===== src/rtl/uart_pkg.sv =====
// Shared types, constants and helpers for the UART/BIST core.
// State encodings, error bit positions, BIST patterns, parity.
package uart_pkg;

    typedef enum logic [1:0] {
        TX_IDLE,
        TX_WAIT_CTS,
        TX_SHIFT
    } tx_state_t;

    typedef enum logic [2:0] {
        RX_IDLE,
        RX_START,
        RX_DATA,
        RX_PARITY,
        RX_STOP
    } rx_state_t;

    typedef enum logic [1:0] {
        BI_IDLE,
        BI_SEND,
        BI_WAIT_RX,
        BI_DONE
    } bist_state_t;

    localparam int ERR_PARITY  = 0;
    localparam int ERR_FRAME   = 1;
    localparam int ERR_OVERRUN = 2;

    localparam logic [7:0] BIST_PAT [4] = '{8'h55, 8'hAA, 8'h00, 8'hFF};

    function automatic logic even_parity(input logic [31:0] d);
        return ^d;
    endfunction

    function automatic logic [7:0] bist_pattern(input logic [1:0] idx);
        return BIST_PAT[idx];
    endfunction

endpackage


===== src/rtl/uart_rx_fifo.sv =====
// Receive FIFO: circular buffer, extra pointer bit for full/empty.
// Head is read combinationally (first-word fall-through).
module uart_rx_fifo
    import uart_pkg::*;
#(
    parameter int WIDTH = 8,
    parameter int DEPTH = 8
) (
    input  logic             i_clk,
    input  logic             i_rst_n,
    input  logic             i_push,
    input  logic [WIDTH-1:0] i_data,
    input  logic             i_pop,
    output logic [WIDTH-1:0] o_data,
    output logic             o_empty,
    output logic             o_full
);
    localparam int AW = $clog2(DEPTH);

    logic [AW:0]      r_wr;
    logic [AW:0]      r_rd;
    logic [WIDTH-1:0] r_mem [DEPTH];
    logic             w_pop;
    logic             w_push;

    assign o_empty = (r_wr == r_rd);
    assign o_full  = (r_wr[AW] != r_rd[AW]) &&
                     (r_wr[AW-1:0] == r_rd[AW-1:0]);
    assign w_pop   = i_pop & ~o_empty;
    assign w_push  = i_push & (~o_full | w_pop);
    assign o_data  = r_mem[r_rd[AW-1:0]];

    // Storage and pointer update; push into a full FIFO only with a pop.
    always_ff @(posedge i_clk or negedge i_rst_n) begin
        if (!i_rst_n) begin
            r_wr <= '0;
            r_rd <= '0;
            for (int i = 0; i < DEPTH; i++) r_mem[i] <= '0;
        end else begin
            if (w_push) begin
                r_mem[r_wr[AW-1:0]] <= i_data;
                r_wr                <= r_wr + 1'b1;
            end
            if (w_pop) r_rd <= r_rd + 1'b1;
        end
    end

endmodule


===== src/rtl/uart_bist_core.sv =====
// UART with TX/RX, receive FIFO, RTS/CTS and a loopback BIST engine.
// Frame: start, data MSB first, even parity, stop bits.
module uart_bist_core
    import uart_pkg::*;
#(
    parameter int SYSCLK_RATE = 4,
    parameter int BAUD_RATE   = 1,
    parameter int DATA_BITS   = 8,
    parameter int STOP_BITS   = 2,
    parameter int FIFO_DEPTH  = 8,
    parameter int BIST_LEN    = 4
) (
    input  logic                 SysClk,
    input  logic                 Rst,
    input  logic                 Rx,
    output logic                 Tx,
    input  logic                 CTS,
    output logic                 RTS,
    input  logic [DATA_BITS-1:0] Wr_Data,
    input  logic                 Wr_En,
    output logic                 Tx_Busy,
    input  logic                 Rd_En,
    output logic [DATA_BITS-1:0] Rx_Data,
    output logic                 Data_Rdy,
    output logic                 FIFO_Empty,
    output logic [2:0]           Rx_Error,
    input  logic                 BIST_Start,
    output logic                 BIST_Busy,
    output logic                 BIST_Error
);
    localparam int DIV  = SYSCLK_RATE / BAUD_RATE;
    localparam int HALF = DIV / 2;
    localparam int NB   = DATA_BITS + 2 + STOP_BITS;
    localparam int CW   = $clog2(DIV);
    localparam int BW   = $clog2(NB + 1);
    localparam int IW   = $clog2(BIST_LEN + 1);

    tx_state_t             r_tx_state;
    logic [NB-1:0]         r_tx_frame;
    logic [CW-1:0]         r_tx_cnt;
    logic [BW-1:0]         r_tx_bit;
    logic                  r_tx;

    rx_state_t             r_rx_state;
    logic                  r_s1, r_s2, r_rx_prev;
    logic [CW-1:0]         r_rx_cnt;
    logic [BW-1:0]         r_rx_bit;
    logic [DATA_BITS-1:0]  r_rx_sh;
    logic                  r_rx_par;
    logic                  r_rx_stop_ok;
    logic [2:0]            r_rx_err;

    bist_state_t           r_bstate;
    logic [IW-1:0]         r_bidx;
    logic                  r_bist_busy;
    logic                  r_bist_err;
    logic                  r_rts;

    logic                  w_rx_src;
    logic                  w_tx_tick, w_rx_tick;
    logic                  w_bist_accept, w_tx_load;
    logic [DATA_BITS-1:0]  w_bist_pat, w_tx_data;
    logic                  w_rx_done, w_par_err, w_frm_err;
    logic                  w_push_req, w_ovr, w_fifo_push;
    logic                  w_empty, w_full, w_bist_miss;

    assign w_tx_tick     = (r_tx_cnt == CW'(DIV - 1));
    assign w_rx_tick     = (r_rx_cnt == CW'(DIV - 1));
    assign w_bist_accept = BIST_Start && r_bstate == BI_IDLE &&
                           r_tx_state == TX_IDLE && r_rx_state == RX_IDLE;
    assign w_bist_pat    = DATA_BITS'(bist_pattern(2'(r_bidx)));
    assign w_tx_load     = (r_tx_state == TX_IDLE) &&
                           ((Wr_En && !r_bist_busy && !w_bist_accept) ||
                            r_bstate == BI_SEND);
    assign w_tx_data     = r_bist_busy ? w_bist_pat : Wr_Data;
    assign w_rx_src      = r_bist_busy ? r_tx : r_s2;
    assign w_rx_done     = r_rx_state == RX_STOP && w_rx_tick &&
                           r_rx_bit == BW'(STOP_BITS - 1);
    assign w_par_err     = r_rx_par ^ even_parity(32'(r_rx_sh));
    assign w_frm_err     = ~(r_rx_stop_ok & w_rx_src);
    assign w_push_req    = w_rx_done & ~w_par_err & ~w_frm_err & ~r_bist_busy;
    assign w_ovr         = w_push_req & w_full & ~Rd_En;
    assign w_fifo_push   = w_push_req & ~w_ovr;
    assign w_bist_miss   = (r_rx_sh != w_bist_pat) | w_par_err | w_frm_err;

    assign Tx         = r_bist_busy ? 1'b1 : r_tx;
    assign Tx_Busy    = (r_tx_state != TX_IDLE);
    assign RTS        = r_rts;
    assign FIFO_Empty = w_empty;
    assign Data_Rdy   = ~w_empty;
    assign Rx_Error   = r_rx_err;
    assign BIST_Busy  = r_bist_busy;
    assign BIST_Error = r_bist_err;

    // Transmitter: latch frame, wait for CTS, shift each bit for DIV cycles.
    always_ff @(posedge SysClk or negedge Rst) begin
        if (!Rst) begin
            r_tx_state <= TX_IDLE;
            r_tx_frame <= '1;
            r_tx_cnt   <= '0;
            r_tx_bit   <= '0;
            r_tx       <= 1'b1;
        end else begin
            unique case (r_tx_state)
                TX_IDLE: begin
                    r_tx <= 1'b1;
                    if (w_tx_load) begin
                        r_tx_frame <= {1'b0, w_tx_data,
                                       even_parity(32'(w_tx_data)),
                                       {STOP_BITS{1'b1}}};
                        r_tx_state <= TX_WAIT_CTS;
                    end
                end
                TX_WAIT_CTS: begin
                    if (CTS || r_bist_busy) begin
                        r_tx       <= r_tx_frame[NB-1];
                        r_tx_frame <= {r_tx_frame[NB-2:0], 1'b1};
                        r_tx_cnt   <= '0;
                        r_tx_bit   <= '0;
                        r_tx_state <= TX_SHIFT;
                    end
                end
                TX_SHIFT: begin
                    if (w_tx_tick) begin
                        r_tx_cnt <= '0;
                        if (r_tx_bit == BW'(NB - 1)) begin
                            r_tx       <= 1'b1;
                            r_tx_state <= TX_IDLE;
                        end else begin
                            r_tx       <= r_tx_frame[NB-1];
                            r_tx_frame <= {r_tx_frame[NB-2:0], 1'b1};
                            r_tx_bit   <= r_tx_bit + 1'b1;
                        end
                    end else begin
                        r_tx_cnt <= r_tx_cnt + 1'b1;
                    end
                end
                default: r_tx_state <= TX_IDLE;
            endcase
        end
    end

    // Receiver: synchronise, detect start edge, sample mid-bit, report status.
    always_ff @(posedge SysClk or negedge Rst) begin
        if (!Rst) begin
            r_s1         <= 1'b1;
            r_s2         <= 1'b1;
            r_rx_prev    <= 1'b1;
            r_rx_state   <= RX_IDLE;
            r_rx_cnt     <= '0;
            r_rx_bit     <= '0;
            r_rx_sh      <= '0;
            r_rx_par     <= 1'b0;
            r_rx_stop_ok <= 1'b1;
            r_rx_err     <= '0;
        end else begin
            r_s1      <= Rx;
            r_s2      <= r_s1;
            r_rx_prev <= w_rx_src;
            unique case (r_rx_state)
                RX_IDLE: begin
                    r_rx_cnt <= '0;
                    if (r_rx_prev && !w_rx_src) r_rx_state <= RX_START;
                end
                RX_START: begin
                    if (r_rx_cnt == CW'(HALF - 1)) begin
                        r_rx_cnt   <= '0;
                        r_rx_bit   <= '0;
                        r_rx_state <= w_rx_src ? RX_IDLE : RX_DATA;
                    end else begin
                        r_rx_cnt <= r_rx_cnt + 1'b1;
                    end
                end
                RX_DATA: begin
                    if (w_rx_tick) begin
                        r_rx_cnt <= '0;
                        r_rx_sh  <= {r_rx_sh[DATA_BITS-2:0], w_rx_src};
                        if (r_rx_bit == BW'(DATA_BITS - 1)) begin
                            r_rx_bit   <= '0;
                            r_rx_state <= RX_PARITY;
                        end else begin
                            r_rx_bit <= r_rx_bit + 1'b1;
                        end
                    end else begin
                        r_rx_cnt <= r_rx_cnt + 1'b1;
                    end
                end
                RX_PARITY: begin
                    if (w_rx_tick) begin
                        r_rx_cnt     <= '0;
                        r_rx_bit     <= '0;
                        r_rx_par     <= w_rx_src;
                        r_rx_stop_ok <= 1'b1;
                        r_rx_state   <= RX_STOP;
                    end else begin
                        r_rx_cnt <= r_rx_cnt + 1'b1;
                    end
                end
                RX_STOP: begin
                    if (w_rx_tick) begin
                        r_rx_cnt <= '0;
                        if (w_rx_done) begin
                            r_rx_err[ERR_PARITY]  <= w_par_err;
                            r_rx_err[ERR_FRAME]   <= w_frm_err;
                            r_rx_err[ERR_OVERRUN] <= w_ovr;
                            r_rx_state            <= RX_IDLE;
                        end else begin
                            r_rx_stop_ok <= r_rx_stop_ok & w_rx_src;
                            r_rx_bit     <= r_rx_bit + 1'b1;
                        end
                    end else begin
                        r_rx_cnt <= r_rx_cnt + 1'b1;
                    end
                end
                default: r_rx_state <= RX_IDLE;
            endcase
        end
    end

    // BIST sequencer: send each pattern via loopback and compare on receipt.
    always_ff @(posedge SysClk or negedge Rst) begin
        if (!Rst) begin
            r_bstate    <= BI_IDLE;
            r_bidx      <= '0;
            r_bist_busy <= 1'b0;
            r_bist_err  <= 1'b0;
        end else begin
            unique case (r_bstate)
                BI_IDLE: begin
                    if (w_bist_accept) begin
                        r_bist_busy <= 1'b1;
                        r_bist_err  <= 1'b0;
                        r_bidx      <= '0;
                        r_bstate    <= BI_SEND;
                    end
                end
                BI_SEND: begin
                    if (r_tx_state == TX_IDLE) r_bstate <= BI_WAIT_RX;
                end
                BI_WAIT_RX: begin
                    if (w_rx_done) begin
                        if (w_bist_miss) r_bist_err <= 1'b1;
                        if (r_bidx == IW'(BIST_LEN - 1)) begin
                            r_bist_busy <= 1'b0;
                            r_bstate    <= BI_DONE;
                        end else begin
                            r_bidx   <= r_bidx + 1'b1;
                            r_bstate <= BI_SEND;
                        end
                    end
                end
                BI_DONE: r_bstate <= BI_IDLE;
                default: r_bstate <= BI_IDLE;
            endcase
        end
    end

    // Flow control: request data only with FIFO room and BIST idle.
    always_ff @(posedge SysClk or negedge Rst) begin
        if (!Rst) r_rts <= 1'b0;
        else      r_rts <= ~w_full & ~r_bist_busy;
    end

    uart_rx_fifo #(
        .WIDTH (DATA_BITS),
        .DEPTH (FIFO_DEPTH)
    ) u_fifo (
        .i_clk   (SysClk),
        .i_rst_n (Rst),
        .i_push  (w_fifo_push),
        .i_data  (r_rx_sh),
        .i_pop   (Rd_En),
        .o_data  (Rx_Data),
        .o_empty (w_empty),
        .o_full  (w_full)
    );

endmodule


===== config.mk =====
export PLATFORM = sky130hd
export DESIGN_NAME = uart_bist_core
export DESIGN_NICKNAME = d
export VERILOG_FILES = /design/src/rtl/uart_pkg.sv /design/src/rtl/uart_rx_fifo.sv /design/src/rtl/uart_bist_core.sv
export SDC_FILE = /design/constraint.sdc
export NUM_CORES = 1
export LEC_CHECK = 0
export ABC_AREA = 1
export CORE_MARGIN = 2
export CORE_UTILIZATION = 25
export CTS_CLUSTER_DIAMETER = 40
export CTS_CLUSTER_SIZE = 25
export DETAILED_ROUTE_END_ITERATION = 8
export GPL_ROUTABILITY_DRIVEN = 0
export GPL_TIMING_DRIVEN = 0
export PLACE_DENSITY = 0.48
export SYNTH_ARGS = -nofsm -noshare
export SYNTH_HDL_FRONTEND = slang
export SYNTH_HIERARCHICAL = 1
export SYNTH_SLANG_ARGS = --single-unit

===== constraint.sdc =====
create_clock -name SysClk -period 6.3 [get_ports SysClk]
set_clock_uncertainty 0.2 [all_clocks]
set_input_delay 0.945 -clock SysClk [delete_from_list [all_inputs] [get_ports SysClk]]
set_output_delay 0.945 -clock SysClk [all_outputs]
set_load 0.005 [all_outputs]

* Word-level counts from Yosys, hierarchy flattened *
Index checks and enable logic that the tools add are counted.

storage, ports and cells
  register bits = 126
  input port bits = 15
  output and inout port bits = 18
  word-level logic and storage cells = 221

operators by class
  multiplexer cells = 73
  magnitude comparators = 4
  reductions and logical operators = 44
  bitwise operators = 24
  equality and inequality tests = 39
  add/subtract/negate cells = 7

operators by type and width
  operator             number
  $bwmux 64            1
  $reduce_xor 32->1    2
  $mux 12              4
  $mux 8               6
  $mux 4               9
  $pmux 12 s3          1
  $ne 2x2->1 const B   17
  $mux 3               10
  $mux 2               13
  $bmux 8 s3           1
  $demux 8 s3          1
  $reduce_and 4->1     6
  $add 4x1->4 const B  4
  $bmux 8 s2           1
  $pmux 4 s4           1
  $pmux 3 s5           1
  $mux 1               14
  $pmux 2 s3           2
  $logic_and 1x1->1    11
  $and 1x1->1          10
  $eq 2x2->1 const B   5
  $eq 3x2->1 const B   3
  $reduce_and 3->1     3
  $ge 4x4->1 const B   2
  other kinds (38)     63

* Longest topological paths before layout *
Gate-level depths: netlist of run 1.

  word-level depth = 11
  mapped depth = 15
  depth with buffers taken out = 14

* By module *
Netlist of run 1, hierarchy kept.

by module, submodules not included
  module          area each (um2)  seq. area each (um2)  cells an instance  instances
  uart_rx_fifo    3915.0           1801.7                472                1
  uart_bist_core  3148.0           1320.0                408                1

* Worst setup path after synthesis of run 1 *
No wires, ideal clock.

  path type = flip-flop to output port
  from = register u_fifo.r_rd[0]
  to = output Rx_Data[6]
  arrival time = 1.224 ns
  required time = 5.155 ns
  cell stages (with the launch flop) = 8
  path buffers = 2
  path slack = 3.931 ns
  path through = dfrtp_1 -> buf_2 -> inv_2 -> clkbuf_1 -> nor2_1 -> o22ai_1 -> nand2_1 -> nand2_1

on the way
  word-level cells in the longest chain between the ends = 4

ends and longest elaborated chain
  item                                        line                  source
  start: declaration                          uart_rx_fifo.sv:21    logic [AW:0] r_rd;
  start signal: assignment                    uart_rx_fifo.sv:44    if (w_pop) r_rd <= r_rd + 1'b1;
  $not 3->4 (implied by the code)             uart_rx_fifo.sv:31    assign o_data = r_mem[r_rd[AW-1:0]];
  $bmux 8 s3                                  uart_rx_fifo.sv:31
  $mux 8 (implied by the code) (2 in series)  uart_rx_fifo.sv:31
  end: declaration                            uart_bist_core.sv:23  output logic [DATA_BITS-1:0] Rx_Data,

Every way passes these cells. The select of a mux whose other input is x is not followed.

* Worst setup path after layout of run 1 *
Same ends and word-level chain as after synthesis.

==> results of run 1 <==
-- power breakdown --
| part | leakage [uW] | switching [uW] | internal, uW |
|---|---|---|---|
| Sequential | 0.00163 | 91.1 | 950 |
| Clock | 0.000271 | 408 | 548 |
| Combinational | 0.00214 | 941 | 579 |
| Total | 0.00405 | 1440 | 2080 |
-- cells by family after synthesis --
| family | synth area share |
|---|---|
| buf+inv | 0.0769 |
| fa+ha+maj | 0.0283 |
| xor+xnor | 0.0172 |
| compound gates | 0.100 |
| flops | 0.442 |
| simple gates | 0.336 |
-- registers in the layout, summed over array words and instances (netlist names), 4 cells and up --
signal and flops:
u_fifo/r_mem 64, r_rx_bit 4, r_tx_bit 4, u_fifo/r_rd 4
r_tx_frame 10, u_fifo/r_wr 4, r_rx_sh 8
-- critical path, delay by kind of cell (launching register included) --
kind | cells | cell delay, ns
buf+inv | 4 | 1.27
flops | 1 | 0.38
compound gates | 2 | 0.49
simple gates | 2 | 0.15
-- cell type report --
cell class,instances,area share
Buffer,43,0.0360
Clock buffer,17,0.0503
Clock inverter,15,0.0167
Inverter,62,0.0283
Multi-Input combinational cell,651,0.402
Sequential cell,124,0.369
Tap cell,378,0.0560
Timing Repair Buffer,33,0.0413
-- routing by layer --
metal	global-route usage	vias up
met2	0.212	166
met5	0	-
li1	-	3047
met1	0.202	2886
met3	0.0284	28
met4	0.0427	0
-- synth_stat cells (3+ instances only) --
cell	count	area [sq um]
buf_6	9	101
ha_1	16	200
buf_2	5	25.0
clkbuf_1	14	52.6
nand2_1	291	1090
nand3_4	7	123
inv_2	12	45.0
nor3_2	7	70.1
o21ai_2	10	87.6
nor2_1	59	221
o21ai_0	61	305
xor2_1	5	43.8
dfstp_2	15	394
nor2_2	6	37.5
inv_1	47	176
xnor2_1	7	61.3
nor3_1	6	30.0
nand3_1	28	140
nand2_2	13	81.3
o21ai_1	12	60.1
o22ai_1	17	106
nand4_1	69	432
buf_8	5	75.1
clkbuf_2	7	35.0
o31ai_1	3	22.5
a21oi_1	17	85.1
dfrtp_1	109	2730
-- per-stage QoR --
stage / setup slack [ns] / std cells / util / area [sq um]
2_1_floorplan: 3.93 / 880 / - / 7060
3_3_place_gp: -1.27 / 1290 / 0.283 / 7860
3_5_place_dp: 2.88 / 1291 / 0.284 / 7890
4_1_cts: 2.40 / 1323 / 0.304 / 8450
5_1_grt: 2.30 / 1323 / 0.304 / 8450
6_report: 2.41 / 1323 / 0.304 / 8450
-- final timing paths --
path	cells past startpoint	to	from	slack [ns]
worst min register to register	0	r_s2$_DFF_PN1_	r_s1$_DFF_PN1_	0.15
max in group asynchronous	2	r_tx_frame[11]$_DFFE_PN1P_	Rst	4.84
min in group asynchronous	1	u_fifo/r_mem[62]$_DFFE_PN0P_	Rst	0.28
worst min-delay path	0	r_s2$_DFF_PN1_	r_s1$_DFF_PN1_	0.15
worst max register to register	15	u_fifo/r_mem[0]$_DFFE_PN0P_	r_rx_sh[5]$_DFFE_PN0P_	3.23
worst max-delay path	8	Rx_Data[6]	u_fifo/r_rd[0]$_DFFE_PN0P_	2.41
==> qor.yml, run 1 <==
clk_pin_slew_worst_paths_ns: 0.06
syn_to_final_growth_pct: 19.7
ys.flop_type: "dfrtp_1"
nNetsFinal: 963
wl_met1_mm: 9.89
critical_path.slowest_cell: "clkdlybuf4s50_1"
dpl.hpwl_mm: 14.0
max_freq_mhz: 257
wl_mm: 19.7
async_flop_share: 1.00
syn-num-nets: 911
wl_met3_microns: 903
dr.pass1.iters: 5
cts_resized: 0
coreArea_sq_um: 27800
drt_iter0_markers: 522
post-route-period-util: 0.617
rows: 61
root_buffer: "clkbuf_16"
grt_overflow: 0
synth_edf_count: 0
hold_ws_ns: 0.155
seq_area_frac_synth: 0.442
worst_pin_slew_ns: 0.807
cp_common_cell: "nand2_1"
ys_ff_latch: 124
multiInputGateArea_sq_um: 3400
start_kind: "flip-flop"
power_density_nw_per_um2: 416
wl_per_cell_microns: 14.9
ant_nets: 0
fin_crit_ns: 3.89
path_max_fanout: 10
slew_viol_final: 0
grt_usage: 0.140
postCtsSetupRepairBufs: 0
rsz0062_at_grt: "no"
grt_pass1_wl_mm: 32.0
top_layer: "met4"
drc: 0
hold_viol: 0
fillCellCount: 3000
port_buffers: 32
status: "complete, no violations"
clock_path_buffers: 2
synth.distinct_cells: 45
endpoint_kind: "output pin"
cp_cell_sequence: "buf_2 -> inv_2 -> clkbuf_1 -> o21ai_0 -> o22ai_1 -> nand2_1 -> nand2_1 -> clkdlybuf4s50_1"
p_leak_uw: 0.00405
setup_violations: 0
vias: 6127
dieArea_sq_um: 29600
insertion_delay_ns: 0.43
yosysWarnings: 6
cts_tree: "done"
ir_drop_v: 0.000238
grt_antenna_before_repair: 0
routed_via_density: 4.63
max_slew_margin: 0.459
cts_buffers: 17
hold_buffers: 0
maxCapViolations: 0
regArea_sq_um: 3120
synth_cells: 880
hold_path.class: "reg2reg"
crit_required_ns: 5.15
die_h_microns: 172
first_global_vias: 5942
cpPeakStageDelay_ns: 0.49
final_cell_mix: "nand2_1 (291), dfrtp_1 (109), nand4_1 (69)"
drive_gt1_frac: 0.153
final_common_cell: "nand2_1"
fp.dieW_microns: 172
grt_max_degree: 66
setup_tns_ns: 0
boundaryPins: 33
power.total_uw: 3520
dr_wl_met2_mm: 8.55
diodes: 0
htreeDepth: 4
syn_area_sq_um: 7060
crit_arrival_ns: 2.74
path_class: "reg2out"
cts_sinks: 124
start_util: 0.254
avgSynthCellArea_sq_um: 8.03
No activity file was read; power rests on OpenSTA's default activity.
==> run 2, diff against run 1 <==
PLACE_DENSITY = 0.49   (was 0.48)
clock period = 3.2 ns   (was 6.3 ns; I/O delays follow)
==> run 2 against run 1 <==
Critical endpoint is now Rx_Data[4]. Die area unchanged. Clock power is 110% higher. Sequential power grew 97%. Global-route usage hardly changed. Critical path type unchanged. Non-clock buffer count rose by 1. Cell count did not move. Flip-flop and latch count did not move. Largest cell class unchanged. Sequential share of layout area fell by 0.38 points. Count of clock-buffer cells in the layout is 4 higher. First-iteration DRC count shrank 24%.
==> qor.yml, run 2 (synthesis gave the netlist of run 1 again) <==
status: "complete, no violations"
placed_cells: 1291  # unchanged
rsz0062_at_grt: "no"
coreArea_sq_um: 27800  # unchanged
cts_tree: "done"
place_area_sq_um: 7890  # unchanged
wl_mm: 19.4  # -1.6%
max_slew_margin: 0.428  # -0.0312
hold_path.class: "reg2reg"
crit_arrival_ns: 2.40  # -0.34 ns
root_buffer: "clkbuf_16"
postLayoutCellArea_sq_um: 8540  # +1.0%
drt_iter0_markers: 395  # -24%
start_kind: "flip-flop"
die_h_microns: 172  # unchanged
grt_usage: 0.140  # about the same
nNetsFinal: 964  # +0.10%
dieArea_sq_um: 29600  # unchanged
power_density_nw_per_um2: 830  # +100%
p_leak_uw: 0.00412  # +1.8%
grt_overflow: 0  # unchanged
grt_max_degree: 67  # +1.5%
fin_crit_ns: 3.08
drc: 0  # unchanged
grt_antenna_before_repair: 0  # unchanged
port_buffers: 32  # unchanged
clk_pin_slew_worst_paths_ns: 0.05  # about the same
slew_viol_final: 0  # unchanged
ant_nets: 0  # unchanged
drive_gt1_frac: 0.167  # +0.0138
htreeDepth: 4  # unchanged
r2r_cells: 14  # -1
fp.dieW_microns: 172  # unchanged
maxCapViolations: 0  # unchanged
power_frac_clock: 0.287  # +0.015
insertion_delay_ns: 0.42  # about the same
wl_per_cell_microns: 14.7  # -1.6%
path_max_fanout: 10  # unchanged
dpl.hpwl_mm: 13.8  # -1.6%
crit_required_ns: 2.52  # -2.63 ns
max_freq_mhz: 325
p_switching_uw: 2760  # +92%
final_common_cell: "nand2_1"
stdcell_count: 1323  # unchanged
post-route-period-util: 0.963
boundaryPins: 33  # unchanged
p_int_uw: 4330  # +110%
p_comb_frac: 0.424  # -0.008
endpoint_kind: "output pin"
cts_buffers: 17  # unchanged
largest_reg_flops: 64  # unchanged
regMostFlops: "u_fifo/r_mem"
first_global_vias: 5863  # -1.3%
setup_violations: 0  # unchanged
path_class: "reg2out"
syn_to_final_growth_pct: 20.9
power_frac_seq: 0.289  # -0.007
dr.pass1.iters: 5  # unchanged
routed_via_density: 4.59  # -0.95%
start_util: 0.254  # unchanged
hold_depth: 0  # unchanged
rows: 61  # unchanged
hold_viol: 0  # unchanged
vias: 6069  # -0.95%
grt_pass1_wl_mm: 32.2  # +0.52%
worst_pin_slew_ns: 0.854  # +0.0465 ns
cts_sinks: 124  # unchanged
ir_drop_v: 0.000416  # +75%
final_cell_mix: "nand2_1 (291), dfrtp_1 (109), nand4_1 (69)"
clock_path_buffers: 2  # unchanged
p_sw_frac: 0.389  # -0.0204
largestRegisters: "u_fifo/r_mem x64, r_tx_frame x10, r_rx_sh x8"
diodes: 0  # unchanged
==> run 2: cell types whose count changed in the layout (fill, tap and decap cells not counted), sizes merged <==
cell,delta
clkinvlp,+1
clkinv,-4
inv,-4
bufinv,+2
clkbuf,+6
buf,-2
dlygate4sd3,+1
==> run 2: area by class of cell <==
| class | instances | area [sq um] |
|---|---|---|
| clock inverters | 10 | 139 |
| well taps | 378 | 473 |
| flip-flops and latches | 124 | 3120 |
| multi-input cells | 651 | 3400 |
| inverters | 62 | 239 |
| fillers | 3032 | 19200 |
| repair buffers | 34 | 359 |
| plain buffers | 43 | 329 |
| clock buffers | 21 | 480 |
==> run 2: final timing paths <==
check	start	to	slack, ns
setup / recovery	u_fifo/r_rd[0]$_DFFE_PN0P_	Rx_Data[4]	0.12
hold / removal	r_s1$_DFF_PN1_	r_s2$_DFF_PN1_	0.16
setup reg to reg	u_fifo/r_rd[0]$_DFFE_PN0P_	u_fifo/r_mem[2]$_DFFE_PN0P_	0.39
hold reg to reg	r_s1$_DFF_PN1_	r_s2$_DFF_PN1_	0.16
max in group asynchronous	Rst	r_s1$_DFF_PN1_	1.59
min in group asynchronous	Rst	u_fifo/r_mem[38]$_DFFE_PN0P_	0.43
==> run 2: timing repair <==
item	4_1_cts	5_1_grt
setup buffers	0	0
endpoints found under the setup margin	8	59
hold buffers	1	0
endpoints found under the hold margin	56	0
gates resized for setup	5	22
==> run 2: power groups by stage <==
stage,clock [uW],sequential [uW],combinational (uW)
6_report,2040,2050,3000
3_5_place_dp,0,2070,3010
4_1_cts,2080,2050,3040
5_1_grt,2160,2090,3410
2_1_floorplan,0,2030,2120
3_3_place_gp,0,2080,2990
==> run 2: through the flow <==
stage                     setup WS (ns)  total power, uW  utilization  setup TNS, ns  hold WS (ns)
final                             0.118             7090        0.307              0         0.157
after floorplan                   0.883             4150            -              0       -0.0156
after CTS                        0.0128             7170        0.307              0         0.157
after detailed placement          0.209             5090        0.284              0         0.149
after global placement            -3.98             5060        0.283        -466.26         0.149
after global routing            0.00937             7660        0.307              0         0.164
==> run 2: metal layers <==
layer / share of wire / GRT usage
met4: 0.017 / 0.0417
met5: 0 / 0
met1: 0.51 / 0.209
met2: 0.43 / 0.203
met3: 0.041 / 0.0291
==> run 2: critical path: stages, from the launching register on <==
cell and delay (ns):
dfrtp_1 0.38, buf_2 0.19, inv_2 0.14, clkbuf_2 0.25
o21ai_0 0.12, o22ai_1 0.22, nand2_1 0.09, nand2_1 0.10
clkdlybuf4s50_1 0.49
==> run 3, diff against run 2 <==
--- a/config.mk
+++ b/config.mk
@@ -8,3 +8,2 @@
 export ABC_AREA = 1
-export CORE_MARGIN = 2
 export CORE_UTILIZATION = 25
@@ -13,5 +12,6 @@
 export DETAILED_ROUTE_END_ITERATION = 8
+export DONT_BUFFER_PORTS = 1
 export GPL_ROUTABILITY_DRIVEN = 0
 export GPL_TIMING_DRIVEN = 0
-export PLACE_DENSITY = 0.49
+export PLACE_DENSITY = 0.48
 export SYNTH_ARGS = -nofsm -noshare
--- a/constraint.sdc
+++ b/constraint.sdc
@@ -4,2 +4,2 @@
 set_output_delay 0.48 -clock SysClk [all_outputs]
-set_load 0.005 [all_outputs]
+set_load 0.01 [all_outputs]
==> run 3 against run 2 <==
The run now ends with hold timing left. Cell count decreased by 2.4%. Global-route usage increased by 0.64 points. Register-to-register slack worse by 0.02 ns. Sequential power about the same. Die area fell by 2.3%. First-iteration DRC count increased by 28%. Core utilization down 1.2 points. Combinational power shrank 7.3%. Flip-flop and latch count unchanged. Largest power group unchanged. Highest routed layer unchanged.
==> qor.yml, run 3 (synthesis gave the netlist of run 1 again) <==
p_leak_uw: 0.00397  # -3.5%
start_util: 0.254  # unchanged
clk_pin_slew_worst_paths_ns: 0.06  # about the same
cts_sinks: 124  # unchanged
rows: 61  # unchanged
first_global_vias: 6026  # +2.8%
drive_gt1_frac: 0.160  # -0.00728
cpPeakStageDelay_ns: 0.45  # -0.04 ns
crit_required_ns: 2.52  # about the same
largestRegisters: "u_fifo/r_mem x64, r_tx_frame x10, r_rx_sh x8"
routed_via_density: 4.65  # +1.3%
cp_common_cell: "nand2_1"
path_max_fanout: 10  # unchanged
placed_cells: 1258  # -2.6%
cp.buffers_inverters: 3  # -1
maxCapViolations: 0  # unchanged
drt_iter0_markers: 506  # +28%
start_kind: "flip-flop"
port_buffers: 0  # -100%
grt_usage: 0.147  # +0.00637
coreArea_sq_um: 27800  # unchanged
p_sw_frac: 0.400  # +0.0108
rsz0062_at_grt: "no"
critical_path.slowest_cell: "clkbuf_1"
largest_reg_flops: 64  # unchanged
final_cell_mix: "nand2_1 (291), dfrtp_1 (109), nand4_1 (69)"
power_frac_clock: 0.304  # +0.017
violations: "hold timing"
regMostFlops: "u_fifo/r_mem"
hold_ws_ns: -0.453  # -0.610 ns
hold_path.class: "in2async"
boundaryPins: 33  # unchanged
fin_crit_ns: 2.98  # -0.0995 ns
setup_tns_ns: 0  # unchanged
crit_arrival_ns: 2.30  # -0.10 ns
clock_path_buffers: 2  # unchanged
r2r-start: "r_rx_sh[6]$_DFFE_PN0P_"
dieArea_sq_um: 28900  # -2.3%
hold_viol: 124  # +124
final_common_cell: "nand2_1"
wl_mm: 19.9  # +2.6%
insertion_delay_ns: 0.43  # about the same
wl_per_cell_microns: 15.4  # +5.1%
stdcell_count: 1291  # -2.4%
p_switching_uw: 2780  # +0.79%
r2r_cells: 15  # +1
p_comb_frac: 0.400  # -0.024
status: "finished, violations left"
worst_pin_slew_ns: 0.853  # -0.000586 ns
vias: 5997  # -1.2%
power.total_uw: 6950  # -1.9%
post-route-period-util: 0.932  # -0.0311
die_h_microns: 170  # -1.2%
path_delay_family: "buffers and inverters"
hold_buffers: 2  # +1
cts_buffers: 17  # unchanged
rr_endpoint: "u_fifo/r_mem[58]$_DFFE_PN0P_"
path_class: "reg2out"
power_density_nw_per_um2: 849  # +2.2%
ir_drop_v: 0.000424  # +2.0%
dr.pass1.iters: 5  # unchanged
endpoint_kind: "output pin"
max_slew_margin: 0.428  # about the same
diodes: 0  # unchanged
power_frac_seq: 0.296  # +0.007
htreeDepth: 4  # unchanged
grt_overflow: 0  # unchanged
grt_antenna_before_repair: 0  # unchanged
postCtsSetupRepairBufs: 0  # unchanged
cts_tree: "done"
r2r_slack_ns: 0.37  # -0.02 ns
max_freq_mhz: 335  # +3.3%
fp.dieW_microns: 170  # -1.2%
root_buffer: "clkbuf_16"
syn_to_final_growth_pct: 16.0
dpl.hpwl_mm: 13.7  # -0.52%
cp_cell_sequence: "buf_2 -> inv_2 -> clkbuf_1 -> o21ai_0 -> o22ai_1 -> nand2_1 -> nand2_1"
setup_violations: 0  # unchanged
ant_nets: 0  # unchanged
nNetsFinal: 932  # -3.3%
p_int_uw: 4170  # -3.6%
grt_max_degree: 125  # +87%
grt_pass1_wl_mm: 32.9  # +2.2%
drc: 0  # unchanged
slew_viol_final: 0  # unchanged
-- run 3: cell count changes in the layout (fill, tap and decap cells not counted), moves of 2 or more --
cell	delta
clkinv_2	+2
clkbuf_8	-4
clkbuf_1	+9
clkinvlp_4	-3
clkbuf_2	-5
clkdlybuf4s50_1	-31
clkbuf_4	-2
bufinv_16	+2
-- run 3: how the worst max path moves through the flow --
| stage | start | to | slack (ns) | cells past startpoint |
|---|---|---|---|---|
| floorplan | r_rx_sh[1]$_DFFE_PN0P_ | u_fifo/r_mem[10]$_DFFE_PN0P_ | 0.88 | 15 |
| global placement | r_rx_sh[4]$_DFFE_PN0P_ | u_fifo/r_mem[60]$_DFFE_PN0P_ | 0.24 | 15 |
| detailed placement | r_rx_sh[6]$_DFFE_PN0P_ | u_fifo/r_mem[60]$_DFFE_PN0P_ | 0.20 | 15 |
| CTS | r_rx_sh[6]$_DFFE_PN0P_ | u_fifo/r_mem[60]$_DFFE_PN0P_ | 0.18 | 15 |
| global route | r_rx_sh[4]$_DFFE_PN0P_ | u_fifo/r_mem[57]$_DFFE_PN0P_ | 0.06 | 15 |
| finish | u_fifo/r_rd[0]$_DFFE_PN0P_ | Rx_Data[5] | 0.22 | 7 |
-- run 3: through the flow --
step	hold WS, ns	instance area (sq um)	utilization	worst slack (ns)
2_1_floorplan	-0.0156	7060	-	0.883
3_3_place_gp	-0.0105	7540	0.271	0.244
3_5_place_dp	-0.0101	7540	0.271	0.199
4_1_cts	-0.475	8180	0.295	0.177
5_1_grt	-0.474	8190	0.295	0.0552
6_report	-0.453	8190	0.295	0.218
-- run 3: repair_timing --
| action | in CTS | in global routing |
|---|---|---|
| setup endpoints to repair | 0 | 56 |
| hold endpoints to repair | 126 | 124 |
| resized for setup | 0 | 11 |
-- run 3: cell type report --
type,count,area [sq um]
multi-input cells,651,3400
inverters,62,239
fillers,3064,19600
flip-flops and latches,124,3120
clock buffers,18,429
repair buffers,2,20.0
clock inverters,13,199
plain buffers,43,314
well taps,378,473
-- run 3: power by group through the flow --
stage / logic [uW] / clock network, uW / registers (uW)
6_report: 2780 / 2110 / 2060
5_1_grt: 3160 / 2230 / 2090
4_1_cts: 2790 / 2160 / 2060
3_5_place_dp: 2770 / 0 / 2090
3_3_place_gp: 2770 / 0 / 2090
2_1_floorplan: 2160 / 0 / 2040
-- run 3: routing by layer --
| layer | global-route usage | up-vias | wire [microns] |
|---|---|---|---|
| met2 | 0.219 | 182 | 8570 |
| met5 | 0 | - | 0 |
| met4 | 0.0447 | 0 | 259 |
| met3 | 0.0335 | 21 | 1240 |
| met1 | 0.209 | 2818 | 9820 |
| li1 | - | 2976 | - |
==> patch 1 (flow settings as in run 3) <==
Reset style: synchronous (`Rst` and `i_rst_n`), changed in 5 clocked blocks.
--- a/src/rtl/uart_rx_fifo.sv
+++ b/src/rtl/uart_rx_fifo.sv
@@ -31,7 +31,7 @@
     assign o_data  = r_mem[r_rd[AW-1:0]];
 
     // Storage and pointer update; push into a full FIFO only with a pop.
-    always_ff @(posedge i_clk or negedge i_rst_n) begin
+    always_ff @(posedge i_clk) begin
         if (!i_rst_n) begin
             r_wr <= '0;
             r_rd <= '0;
--- a/src/rtl/uart_bist_core.sv
+++ b/src/rtl/uart_bist_core.sv
@@ -93,7 +93,7 @@
     assign BIST_Error = r_bist_err;
 
     // Transmitter: latch frame, wait for CTS, shift each bit for DIV cycles.
-    always_ff @(posedge SysClk or negedge Rst) begin
+    always_ff @(posedge SysClk) begin
         if (!Rst) begin
             r_tx_state <= TX_IDLE;
             r_tx_frame <= '1;
@@ -141,7 +141,7 @@
     end
 
     // Receiver: synchronise, detect start edge, sample mid-bit, report status.
-    always_ff @(posedge SysClk or negedge Rst) begin
+    always_ff @(posedge SysClk) begin
         if (!Rst) begin
             r_s1         <= 1'b1;
             r_s2         <= 1'b1;
@@ -218,7 +218,7 @@
     end
 
     // BIST sequencer: send each pattern via loopback and compare on receipt.
-    always_ff @(posedge SysClk or negedge Rst) begin
+    always_ff @(posedge SysClk) begin
         if (!Rst) begin
             r_bstate    <= BI_IDLE;
             r_bidx      <= '0;
@@ -256,7 +256,7 @@
     end
 
     // Flow control: request data only with FIFO room and BIST idle.
-    always_ff @(posedge SysClk or negedge Rst) begin
+    always_ff @(posedge SysClk) begin
         if (!Rst) r_rts <= 1'b0;
         else      r_rts <= ~w_full & ~r_bist_busy;
     end
Formal check against the unedited RTL: differs if Rst is asserted again (counterexample within 4 cycles, from zero or initial values and one cycle with Rst low); with Rst held inactive, the same outputs for 10 cycles.
==> patch 1 against run 3 <==
- area after synthesis shrank 9.3%
- count of clock-buffer cells in the layout grew 2
- maximum frequency grew 0.32%
- largest cell class is now sequential cells
- global-route usage shrank 2.0 points
- register-to-register slack lost 140 ps
- wire length shrank 19%
- sequential cell count grew 3
- core utilization grew 0.074 points
- sequential share of layout area grew 4.7 points
- cell area shrank 9.1%
- worst setup slack gained 9.5 ps
- non-clock buffer count shrank 21
Power is not compared: it rests on default switching activity, and its combinational part moved more than twofold at a synthesized area within 25%.
==> patch 1: results (changes against run 3) <==
metric,value,unit,change
synth_xor_area_frac,0.0205,,was 0.0172
met1_length,7910,µm,was 9820 µm
place_ws,90.8,ps,was 199 ps
hold_path_class,primary input to flop,,was primary input to asynchronous set/reset pin
synth_edf_count,64,,was 0
r2r_cells,9,,was 15
outcome,completed,,"was complete, but fails checks"
synth_area_leaders,"edfxtp_1 30%, dfxtp_1 20%, nand2_1 9.4%",,"was dfrtp_1 39%, nand2_1 15%, nand4_1 6.1%"
synthAdderAreaFrac,0.0313,,was 0.0283
hpwl,11200,µm,"was 13,700 µm"
crit_family,simple AND/OR/NAND/NOR gates,,was buffers and inverters
tightest_slew,568,ps,was 853 ps
viasPerCell,4.50,,was 4.65
dr_wl_met2,7430,µm,was 8570 µm
nets,834,,was 932
hold_ws,43.9,ps,was -453 ps
grtUsageMet3,0.0350,,was 0.0335
drive_above_1_share,0.0982,,was 0.160
r2r_start,r_rx_cnt[0],,was r_rx_sh[6]
syn_nets,813,,was 911
grt_pass1_wl,25700,µm,"was 32,900 µm"
cp_data_arrival_time,2850,ps,was 2300 ps
synth_commonest_cells,"161 x nand2_1, 150 x nor2_1, 64 x edfxtp_1, 64 x inv_1, 63 x dfxtp_1",,"was 291 x nand2_1, 109 x dfrtp_1, 69 x nand4_1"
critPathSlowestCell,nand2_1,,was clkbuf_1
ff2ff_setup_slack,230,ps,was 370 ps
synth_compound_area_frac,0.110,,was 0.100
use_met2,0.203,,was 0.219
ys_seq_area_frac,0.497,,was 0.442
syn_inst,782,,was 880
grtUsageTotal,0.127,,was 0.147
grt_pass1_vias,4926,,"was 6,026"
fillerInstances,2707,,"was 3,064"
critPathKind,flop to flop,,was flop to primary output
worst_r2r_endpoint,u_fifo/r_mem[4][5],,was u_fifo/r_mem[58]
use_met1,0.168,,was 0.209
ys_async_sr_fraction,0,,was 1.00
placed_cell_area,6820,µm²,was 7540 µm²
grt_max_degree,17,,was 125
areaGrowthSynthToFinish,16.3,%,was 16.0%
[patch 1: cell types whose count changed after synthesis, moves of 27 or more]
cell             run 3  this run
dfxtp_1              0        63
dfrtp_1            109         0
nor2_1              59       150
nand4_1             69         7
a21oi_1             17        44
nand2_1            291       161
edfxtp_1             0        64
[patch 1: final cells by class]
cell class	count	share of cell area
inverters	70	0.0353
multi-input cells	563	0.382
plain buffers	22	0.0160
repair buffers	2	0.00269
flip-flops and latches	127	0.427
clock buffers	20	0.0586
well taps	330	0.0555
clock inverters	11	0.0222
[patch 1: worst reg2reg max path: cells and delay by family, from the launching register on]
family / cells / cell delay [ps]
flops: 1 / 390
simple gates: 6 / 1450
buf+inv: 2 / 420
fa+ha+maj: 1 / 160
[patch 1: what timing repair did]
action	CTS	global route
resized for setup	0	3
endpoints found under the setup margin	0	24
endpoints found under the hold margin	2	0
hold buffers	2	0
==> patch 2 (flow settings as in run 3) <==
Without the edit above. The parameter `STOP_BITS` goes from 2 to 4.
--- a/src/rtl/uart_bist_core.sv
+++ b/src/rtl/uart_bist_core.sv
@@ -6,7 +6,7 @@
     parameter int SYSCLK_RATE = 4,
     parameter int BAUD_RATE   = 1,
     parameter int DATA_BITS   = 8,
-    parameter int STOP_BITS   = 2,
+    parameter int STOP_BITS   = 4,
     parameter int FIFO_DEPTH  = 8,
     parameter int BIST_LEN    = 4
 ) (
Formal check against the unedited RTL: same outputs for any inputs over 10 cycles, from zero or initial values and one cycle with Rst low; that may be too few to reach the edited logic, so the function may still have changed.
==> patch 2 against run 3 <==
- the flow still finishes with violations (hold timing)
- worst hold slack gained 13 ps
- cell area fell by 1.4%
- global-route usage hardly changed
- sequential cell count stayed put
- area after synthesis shrank 1.5%
- wire length decreased by 0.15%
- total power fell by 5.2%
- largest cell class unchanged
- worst setup slack better by 73 ps
- highest routed layer unchanged
- sequential share of layout area is 0.54 points higher
- non-clock buffer count stayed put
- via count shrank 0.32%
==> patch 2: results (changes against run 3) <==
metric,value,unit,change
outcome,"complete, but fails checks",,unchanged
failed_checks,hold timing,,unchanged
grtUsageMet3,0.0379,,was 0.0335
startpoint,u_fifo/r_rd[1],,was u_fifo/r_rd[0]
synth_area_leaders,"dfrtp_1 39%, nand2_1 16%, nand4_1 6.3%",,"was dfrtp_1 39%, nand2_1 15%, nand4_1 6.1%"
place_ws,99.2,ps,was 199 ps
tightest_slew,895,ps,was 853 ps
hpwl,13700,µm,about the same
use_met1,0.208,,was 0.209
cp_data_arrival_time,2230,ps,was 2300 ps
ff2ff_setup_slack,340,ps,was 370 ps
cts_setup_buffers,0,,unchanged
stdcell_area,8080,µm²,was 8190 µm²
r2r_cells,11,,was 15
p_leak,3.96,nW,was 3.97 nW
ys_seq_area_frac,0.449,,was 0.442
use_met2,0.221,,was 0.219
hold_buffers,1,,was 2
hold_ws,-441,ps,was -453 ps
grtUsageTotal,0.147,,about the same
intPower,4.04,mW,was 4.17 mW
r2r_start,r_rx_cnt[0],,was r_rx_sh[6]
finalWorstSetupSlack,291,ps,was 218 ps
drt-initial-drc-count,414,,was 506
nets,931,,was 932
worst_r2r_endpoint,u_fifo/r_mem[62],,was u_fifo/r_mem[58]
synth.avg_cell_area,7.91,µm²,was 8.03 µm²
grt_pass1_wl,32800,µm,"was 32,900 µm"
wl_per_cell,15.5,µm,was 15.4 µm
drive_above_1_share,0.128,,was 0.160
cp-endpoint,Rx_Data[2],,was Rx_Data[5]
hold_viol,124,,unchanged
synth.distinct_cells,40,,was 45
fillerInstances,2904,,"was 3,064"
placed_cell_area,7420,µm²,was 7540 µm²
synth_commonest_cells,"298 x nand2_1, 109 x dfrtp_1, 80 x o21ai_0",,"was 291 x nand2_1, 109 x dfrtp_1, 69 x nand4_1"
wl,19900,µm,about the same
peakVddDrop,0.442,mV,was 0.424 mV
clk-insertion-delay-late,410,ps,was 430 ps
first_pass_iters,6,,was 5
largest_reg_flops,64,,unchanged
grt_pass1_vias,6075,,"was 6,026"
clk_path_buf_depth,2,,unchanged
viasPerCell,4.66,,was 4.65
patch 2: cell count changes in the layout (fill, tap and decap cells not counted), sizes merged, moves of 2 or more:
cell,before,now
a21oi,18,12
clkinv,8,5
clkinvlp,1,3
inv,61,63
nor2,68,66
o21ai,83,85
o31ai,3,1
xor2,5,9
patch 2: timing repair:
action                                  CTS  global route
resized for setup                         0            11
hold endpoints to repair                125           124
endpoints found under the setup margin    0            48
patch 2: layer usage:
metal | vias up | part of all wire
met4 | 0 | 0.012
met1 | 2851 | 0.50
met2 | 139 | 0.43
met3 | 21 | 0.055
met5 | - | 0
li1 | 2967 | -
patch 2: cell type report:
cell class | count | share of cell area
Tap cell | 372 | 0.0576
Buffer | 44 | 0.0386
Sequential cell | 124 | 0.386
Timing Repair Buffer | 1 | 0.00124
Multi-Input combinational cell | 649 | 0.407
Clock inverter | 13 | 0.0245
Clock buffer | 18 | 0.0544
Inverter | 63 | 0.0299
patch 2: kinds of logic after synthesis:
kind of cell | Yosys count | synth area share
DFF | 124 | 0.449
buffers and inverters | 107 | 0.0781
adders and majority gates | 16 | 0.0288
AOI/OAI and AO/OA | 120 | 0.0919
muxes | 1 | 0.00144
and+or+nand+nor | 495 | 0.329
xor gates and xnor gates | 17 | 0.0225
patch 2: worst max-delay path: cells and delay by family, from the launching register on:
kind            cells  cell delay, ps
compound gates      2             490
flops               1             380
buf+inv             3             750
simple gates        2             190
patch 2: power groups by stage:
stage               registers, mW  logic, mW  clock network [mW]
floorplan                    2.02       1.83                   0
global placement             2.06       2.42                   0
detailed placement           2.06       2.42                   0
CTS                          2.04       2.44                2.17
global route                 2.08       2.77                2.24
finish                       2.04       2.42                2.13
